File: config.mk
export PLATFORM = sky130hd
export DESIGN_NAME = ex_div
export DESIGN_NICKNAME = d
export VERILOG_FILES = /design/src/rtl/ex_div.sv
export SDC_FILE = /design/constraint.sdc
export NUM_CORES = 1
export LEC_CHECK = 0
export CAP_MARGIN = 20
export CELL_PAD_IN_SITES_DETAIL_PLACEMENT = 1
export CELL_PAD_IN_SITES_GLOBAL_PLACEMENT = 1
export CORE_UTILIZATION = 44
export CTS_CLUSTER_SIZE = 16
export DETAILED_ROUTE_END_ITERATION = 10
export GPL_ROUTABILITY_DRIVEN = 0
export PLACE_DENSITY = 0.89
export SYNTH_ARGS = -nofsm -noshare
export SYNTH_HDL_FRONTEND = slang
export SYNTH_SLANG_ARGS = --single-unit
File: constraint.sdc
create_clock -name clk -period 5.14 [get_ports clk]
set_input_delay 0.771 -clock clk [delete_from_list [all_inputs] [get_ports clk]]
set_output_delay 0.771 -clock clk [all_outputs]
set_load 0.01 [all_outputs]
File: src/rtl/ex_div.sv
// rtl/ex_div.sv - iterative radix-2 restoring divider for RV32M DIV/DIVU/REM/REMU
// Holds the pipeline via stallreq_o until the result pulses out on ready_o.
module ex_div #(
   parameter int XLEN  = 32,
   parameter int CNT_W = 6
) (
   input  logic             clk,
   input  logic             rst_n,
   input  logic             start_i,
   input  logic [1:0]       op_i,
   input  logic [XLEN-1:0]  dividend_i,
   input  logic [XLEN-1:0]  divisor_i,
   input  logic             flush_i,
   output logic [XLEN-1:0]  result_o,
   output logic             ready_o,
   output logic             busy_o,
   output logic             stallreq_o
);

   localparam logic [1:0] S_IDLE = 2'd0;
   localparam logic [1:0] S_CALC = 2'd1;
   localparam logic [1:0] S_DONE = 2'd2;

   logic [1:0]       state;
   logic [CNT_W-1:0] cnt;
   logic [XLEN-1:0]  quo_r;
   logic [XLEN-1:0]  rem_r;
   logic [XLEN-1:0]  dsr_r;
   logic             is_rem_r;
   logic             neg_q_r;
   logic             neg_r_r;

   logic             signed_op;
   logic             a_neg;
   logic             b_neg;
   logic [XLEN-1:0]  a_abs;
   logic [XLEN-1:0]  b_abs;
   logic             div_zero;
   logic             ovf;

   logic [XLEN:0]    trial;
   logic [XLEN:0]    diff;
   logic             ge;
   logic [XLEN-1:0]  quo_nxt;
   logic [XLEN-1:0]  rem_nxt;
   logic [XLEN-1:0]  quo_fix;
   logic [XLEN-1:0]  rem_fix;

   assign signed_op = ~op_i[0];
   assign a_neg     = signed_op & dividend_i[XLEN-1];
   assign b_neg     = signed_op & divisor_i[XLEN-1];
   assign a_abs     = a_neg ? -dividend_i : dividend_i;
   assign b_abs     = b_neg ? -divisor_i : divisor_i;
   assign div_zero  = (divisor_i == '0);
   assign ovf       = signed_op && (dividend_i == {1'b1, {(XLEN-1){1'b0}}}) && (divisor_i == '1);

   // One restoring step: the partial remainder stays below the divisor, so XLEN+1 bits suffice.
   assign trial   = {rem_r, quo_r[XLEN-1]};
   assign diff    = trial - {1'b0, dsr_r};
   assign ge      = ~diff[XLEN];
   assign rem_nxt = ge ? diff[XLEN-1:0] : trial[XLEN-1:0];
   assign quo_nxt = {quo_r[XLEN-2:0], ge};
   assign quo_fix = neg_q_r ? -quo_nxt : quo_nxt;
   assign rem_fix = neg_r_r ? -rem_nxt : rem_nxt;

   assign ready_o    = (state == S_DONE);
   assign busy_o     = (state != S_IDLE);
   assign stallreq_o = rst_n & start_i & ~ready_o & ~flush_i;

   always_ff @(posedge clk or negedge rst_n) begin
      if (!rst_n) begin
         state    <= S_IDLE;
         cnt      <= '0;
         quo_r    <= '0;
         rem_r    <= '0;
         dsr_r    <= '0;
         is_rem_r <= 1'b0;
         neg_q_r  <= 1'b0;
         neg_r_r  <= 1'b0;
         result_o <= '0;
      end else if (flush_i) begin
         state <= S_IDLE;
         cnt   <= '0;
      end else begin
         case (state)
            S_IDLE: begin
               if (start_i) begin
                  is_rem_r <= op_i[1];
                  if (div_zero) begin
                     result_o <= op_i[1] ? dividend_i : '1;
                     state    <= S_DONE;
                  end else if (ovf) begin
                     result_o <= op_i[1] ? '0 : dividend_i;
                     state    <= S_DONE;
                  end else begin
                     quo_r   <= a_abs;
                     rem_r   <= '0;
                     dsr_r   <= b_abs;
                     neg_q_r <= a_neg ^ b_neg;
                     neg_r_r <= a_neg;
                     cnt     <= CNT_W'(XLEN);
                     state   <= S_CALC;
                  end
               end
            end
            S_CALC: begin
               quo_r <= quo_nxt;
               rem_r <= rem_nxt;
               cnt   <= cnt - 1'b1;
               if (cnt == CNT_W'(1)) begin
                  result_o <= is_rem_r ? rem_fix : quo_fix;
                  state    <= S_DONE;
               end
            end
            S_DONE:  state <= S_IDLE;
            default: state <= S_IDLE;
         endcase
      end
   end

endmodule

==> results_tabular.tex <==
\begin{tabular}{lr}
\hline
Metric & Value \\
\hline
\multicolumn{2}{l}{\textbf{Status}} \\
\quad Outcome & complete, no violations \\
\multicolumn{2}{l}{\textbf{Clocking}} \\
\quad Clock root buffer & sky130\_fd\_sc\_hd\_\_clkbuf\_16 \\
\quad Number of hold buffers added after cts & 0 \\
\quad CTS tree & done \\
\quad Bufs on Longest Clock Path & 2 \\
\quad Sink Count & between 100 and 150 \\
\quad TritonCTS buffer count & 17 \\
\quad Clock Latency Late Sink & about 0.45 ns \\
\quad Level count of the clock H-tree & 4 \\
\quad Clock slew seen by the registers of the worst setup and hold paths & 0.07 ns \\
\multicolumn{2}{l}{\textbf{Synthesis}} \\
\quad Number of distinct standard cells referenced by the synthesized netlist & 94 \\
\quad Portion of the post-synthesis area used by sequential elements & 29.1\% \\
\quad Summed instance area of the synthesized netlist & 0.0119 mm² \\
\quad Count of flip-flops with a built-in enable after synthesis & 0 \\
\quad Ys Warns & 0 \\
\quad Net count after synthesis & 1678 \\
\quad Flops \& latches, synth & 139 \\
\quad Prevailing post-synth register cell & sky130\_fd\_sc\_hd\_\_dfrtp\_1 \\
\quad Post-Syn Instances & 1568 \\
\quad Ys async rst share & 100\% \\
\quad Mean post-synth cell area & 7.61 µm² \\
\multicolumn{2}{l}{\textbf{STA}} \\
\quad Hold violation count in the final report & 0 \\
\quad Actual slew at the worst max-slew pin & 1.02 ns \\
\quad Setup violators final & 0 \\
\quad Slew headroom & 31.3\% \\
\quad Fmax & between 200 and 250 MHz \\
\quad Final hold slack & 0.152 ns \\
\quad Min cycle time layout & 4.90 ns \\
\quad Worst Skew & 0.0158 ns \\
\quad Final period util & 95.4\% \\
\quad Final slew viol count & 0 \\
\multicolumn{2}{l}{\textbf{Die}} \\
\quad Height of the chip & roughly 170 µm \\
\quad Die width & about 170 µm \\
\quad Initial cell density of the core & roughly 45\% \\
\quad Core Area & roughly 0.026 mm² \\
\quad Boundary pin count & 105 \\
\quad Number of rows in the core area & 59 \\
\quad Die Area & 0.0278 mm² \\
\multicolumn{2}{l}{\textbf{Pwr}} \\
\quad PwrDens & 374 mW/mm² \\
\quad VDD IR max & 190 µV \\
\quad Leakage component of the power & 5.56 nW \\
\multicolumn{2}{l}{\textbf{Global route}} \\
\quad Vias in the first global route & 13328 \\
\quad Pin count of the biggest net entering global routing & 68 \\
\quad Sum of overflow across all layers after global routing & 0 \\
\quad GRT Overall Usage & 34.7\% \\
\quad Antenna violations before repair & 1 \\
\quad Global-route wire length before repair & 75900 µm \\
\multicolumn{2}{l}{\textbf{Route}} \\
\quad DRT iter0 DRCs & 1412 \\
\quad Total Wirelength & 48200 µm \\
\quad DRC violations left & 0 \\
\quad Via count & 13320 \\
\quad Post-route antenna net violation count & 0 \\
\quad Average routed wire per standard cell & approximately 24 µm \\
\quad Number of detailed-route iterations in the first pass & 5 \\
\quad Via density per instance & a little under 7 \\
\multicolumn{2}{l}{\textbf{Place}} \\
\quad Hpwl dp & $\sim$35000 µm \\
\quad Post-placement cell count & 1946 \\
\quad Number of I/O port buffers & approximately 100 \\
\multicolumn{2}{l}{\textbf{Worst setup path}} \\
\quad Kind of capture point of the worst setup path & register \\
\quad Signal arrival time at the worst endpoint & 5.22 ns \\
\quad Max FO, Critical Path & 15 \\
\quad CP Data Required Time & 5.46 ns \\
\quad Critical path launch point type & register \\
\quad CP Class & reg -> reg \\
\multicolumn{2}{l}{\textbf{Layout}} \\
\quad Signed area change from the synthesized netlist to the final layout & 16.8\% \\
\quad Fillcell total & 3239 \\
\quad Core utilization of the finished layout & 52.9\% \\
\quad Non-filler instance count after layout & 1978 \\
\quad Seq. cell area & 0.00348 mm² \\
\quad Ratio of cells with drive above 1 in the final layout & 6.63\% \\
\quad Antenna diode instance count & 0 \\
\quad Net total in the final layout & 1740 \\
\quad Area of combinational cells with multiple inputs & 0.00790 mm² \\
\multicolumn{2}{l}{\textbf{Worst hold path}} \\
\quad Hold crit path type & in -> async \\
\multicolumn{2}{l}{\textbf{Flow run}} \\
\quad Total of max-cap violations & 0 \\
\hline
\end{tabular}
## synth_stat cells (4+ instances only)
cell / count / share of area [%]
sky130_fd_sc_hd__nand2_1: 202 / 6.4
sky130_fd_sc_hd__o21ai_0: 193 / 8.1
sky130_fd_sc_hd__dfrtp_1: 139 / 29
sky130_fd_sc_hd__a21oi_1: 134 / 5.6
sky130_fd_sc_hd__nor2_1: 126 / 4.0
sky130_fd_sc_hd__clkbuf_1: 62 / 1.9
sky130_fd_sc_hd__xnor2_1: 62 / 4.5
sky130_fd_sc_hd__xor2_1: 55 / 4.0
sky130_fd_sc_hd__inv_1: 54 / 1.7
sky130_fd_sc_hd__ha_1: 39 / 4.1
sky130_fd_sc_hd__nor3_1: 35 / 1.5
sky130_fd_sc_hd__o31ai_1: 33 / 2.1
sky130_fd_sc_hd__nand3_1: 27 / 1.1
sky130_fd_sc_hd__buf_2: 25 / 1.0
sky130_fd_sc_hd__mux2i_1: 24 / 2.0
sky130_fd_sc_hd__nor4_1: 24 / 1.3
sky130_fd_sc_hd__a31oi_1: 23 / 1.2
sky130_fd_sc_hd__nand4_1: 23 / 1.2
sky130_fd_sc_hd__o211ai_1: 21 / 1.3
sky130_fd_sc_hd__or3_1: 21 / 1.1
sky130_fd_sc_hd__nand2b_1: 14 / 0.73
sky130_fd_sc_hd__nor2b_1: 14 / 0.73
sky130_fd_sc_hd__a21o_1: 13 / 0.82
sky130_fd_sc_hd__o21a_1: 12 / 0.75
sky130_fd_sc_hd__o21ai_1: 11 / 0.46
sky130_fd_sc_hd__o41ai_1: 11 / 0.81
sky130_fd_sc_hd__or4_1: 11 / 0.69
sky130_fd_sc_hd__and2_1: 9 / 0.47
sky130_fd_sc_hd__and3_1: 9 / 0.47
sky130_fd_sc_hd__o221ai_1: 8 / 0.59
sky130_fd_sc_hd__a211oi_1: 7 / 0.44
sky130_fd_sc_hd__and4_1: 7 / 0.51
sky130_fd_sc_hd__mux2_2: 7 / 0.66
sky130_fd_sc_hd__a2111oi_0: 6 / 0.44
sky130_fd_sc_hd__o22ai_1: 6 / 0.31
sky130_fd_sc_hd__a21boi_0: 5 / 0.31
sky130_fd_sc_hd__a41oi_1: 5 / 0.37
sky130_fd_sc_hd__nor3b_1: 4 / 0.25
sky130_fd_sc_hd__o31a_1: 4 / 0.29
sky130_fd_sc_hd__or2_2: 4 / 0.21
## worst max-delay path, stage by stage (launching register included)
cell,delay (ns)
sky130_fd_sc_hd__dfrtp_1,0.45
sky130_fd_sc_hd__inv_1,0.07
sky130_fd_sc_hd__ha_1,0.24
sky130_fd_sc_hd__fa_1,0.42
sky130_fd_sc_hd__nand2b_1,0.25
sky130_fd_sc_hd__a211oi_4,0.32
sky130_fd_sc_hd__o211ai_1,0.22
sky130_fd_sc_hd__a21oi_2,0.30
sky130_fd_sc_hd__o21a_2,0.19
sky130_fd_sc_hd__nor2_4,0.05
sky130_fd_sc_hd__clkinv_2,0.20
sky130_fd_sc_hd__ha_2,0.28
sky130_fd_sc_hd__nand4_1,0.21
sky130_fd_sc_hd__nand2b_4,0.26
sky130_fd_sc_hd__o41ai_2,0.28
sky130_fd_sc_hd__xor2_1,0.24
sky130_fd_sc_hd__o22ai_1,0.11
sky130_fd_sc_hd__o21ai_0,0.18
sky130_fd_sc_hd__nand2_1,0.13
sky130_fd_sc_hd__o32a_1,0.36
## metal layers
layer	routed length, µm	track usage [%]
met3	4080	7.51
met4	2020	15.2
met5	13	0
met1	19800	44.7
met2	22400	56.0
## final cells by class
cell class	instances	area share, %
well taps	335	3.01
flip-flops and latches	139	25.0
inverters	57	1.54
clock inverters	14	1.51
multi-input cells	1280	56.7
repair buffers	135	9.24
clock buffers	18	3.08
## cells in the final DEF, fill, tap and decap left out, drive strengths merged, types with 11 or more instances in the layout
cell type / netlist / final
a21o: 13 / 13
a21oi: 137 / 137
a31oi: 24 / 24
buf: 30 / 32
clkbuf: 62 / 18
clkdlybuf4s50: 0 / 103
dfrtp: 139 / 139
ha: 39 / 39
inv: 57 / 61
mux2i: 24 / 24
nand2: 202 / 202
nand2b: 14 / 14
nand3: 27 / 27
nand4: 23 / 23
nor2: 128 / 128
nor2b: 14 / 14
nor3: 37 / 37
nor4: 26 / 26
o211ai: 22 / 22
o21a: 13 / 13
o21ai: 205 / 205
o31ai: 33 / 33
o41ai: 12 / 12
or3: 21 / 21
or4: 11 / 11
xnor2: 62 / 62
xor2: 55 / 55
## worst paths after layout
| kind | from | to | slack, ns | depth (start not counted) |
|---|---|---|---|---|
| worst max-delay path | quo_r[31] | result_o[22] | 0.24 | 19 |
| worst min-delay path | rst_n | dsr_r[3] | 0.15 | 1 |
| worst max register to register | quo_r[31] | result_o[22] | 0.24 | 19 |
| worst min register to register | result_o[14] | result_o[14] | 0.51 | 2 |
| max in group asynchronous | rst_n | rem_r[16] | 3.04 | 3 |
| min in group clk | result_o[14] | result_o[14] | 0.51 | 2 |
## registers in the layout, indices dropped and copies added (netlist names)
name,flops
neg_q_r,1
result_o,32
cnt,6
state,2
quo_r,32
rem_r,32
neg_r_r,1
dsr_r,32
is_rem_r,1
## stage by stage
stage	TNS (ns)	area [µm²]	worst slack (ns)	power (mW)
floorplan	0	11900	0.621	2.84
global placement	0	13300	0.592	3.59
detailed placement	0	13300	0.314	3.69
CTS	0	13900	0.141	5.14
global route	-0.0243	13900	-0.0243	5.43
finish	0	13900	0.237	5.22
## repair_timing
item                       CTS  global route
gates resized for setup      0             6
setup endpoints to repair    0             4
setup buffers                0             0
## logic make-up after synthesis
logic type	synth area share (%)
and+or+nand+nor	22.3
AOI/OAI and AO/OA	27.9
buffers and inverters	5.04
DFF	29.1
xor gates and xnor gates	8.58
adders and majority gates	4.42
muxes	2.67
## power by group
part | internal [mW] | switching [mW]
clock network | 0.827 | 0.586
registers | 1.35 | 0.298
logic | 0.863 | 1.30
No activity file was read; power rests on OpenSTA's default activity.
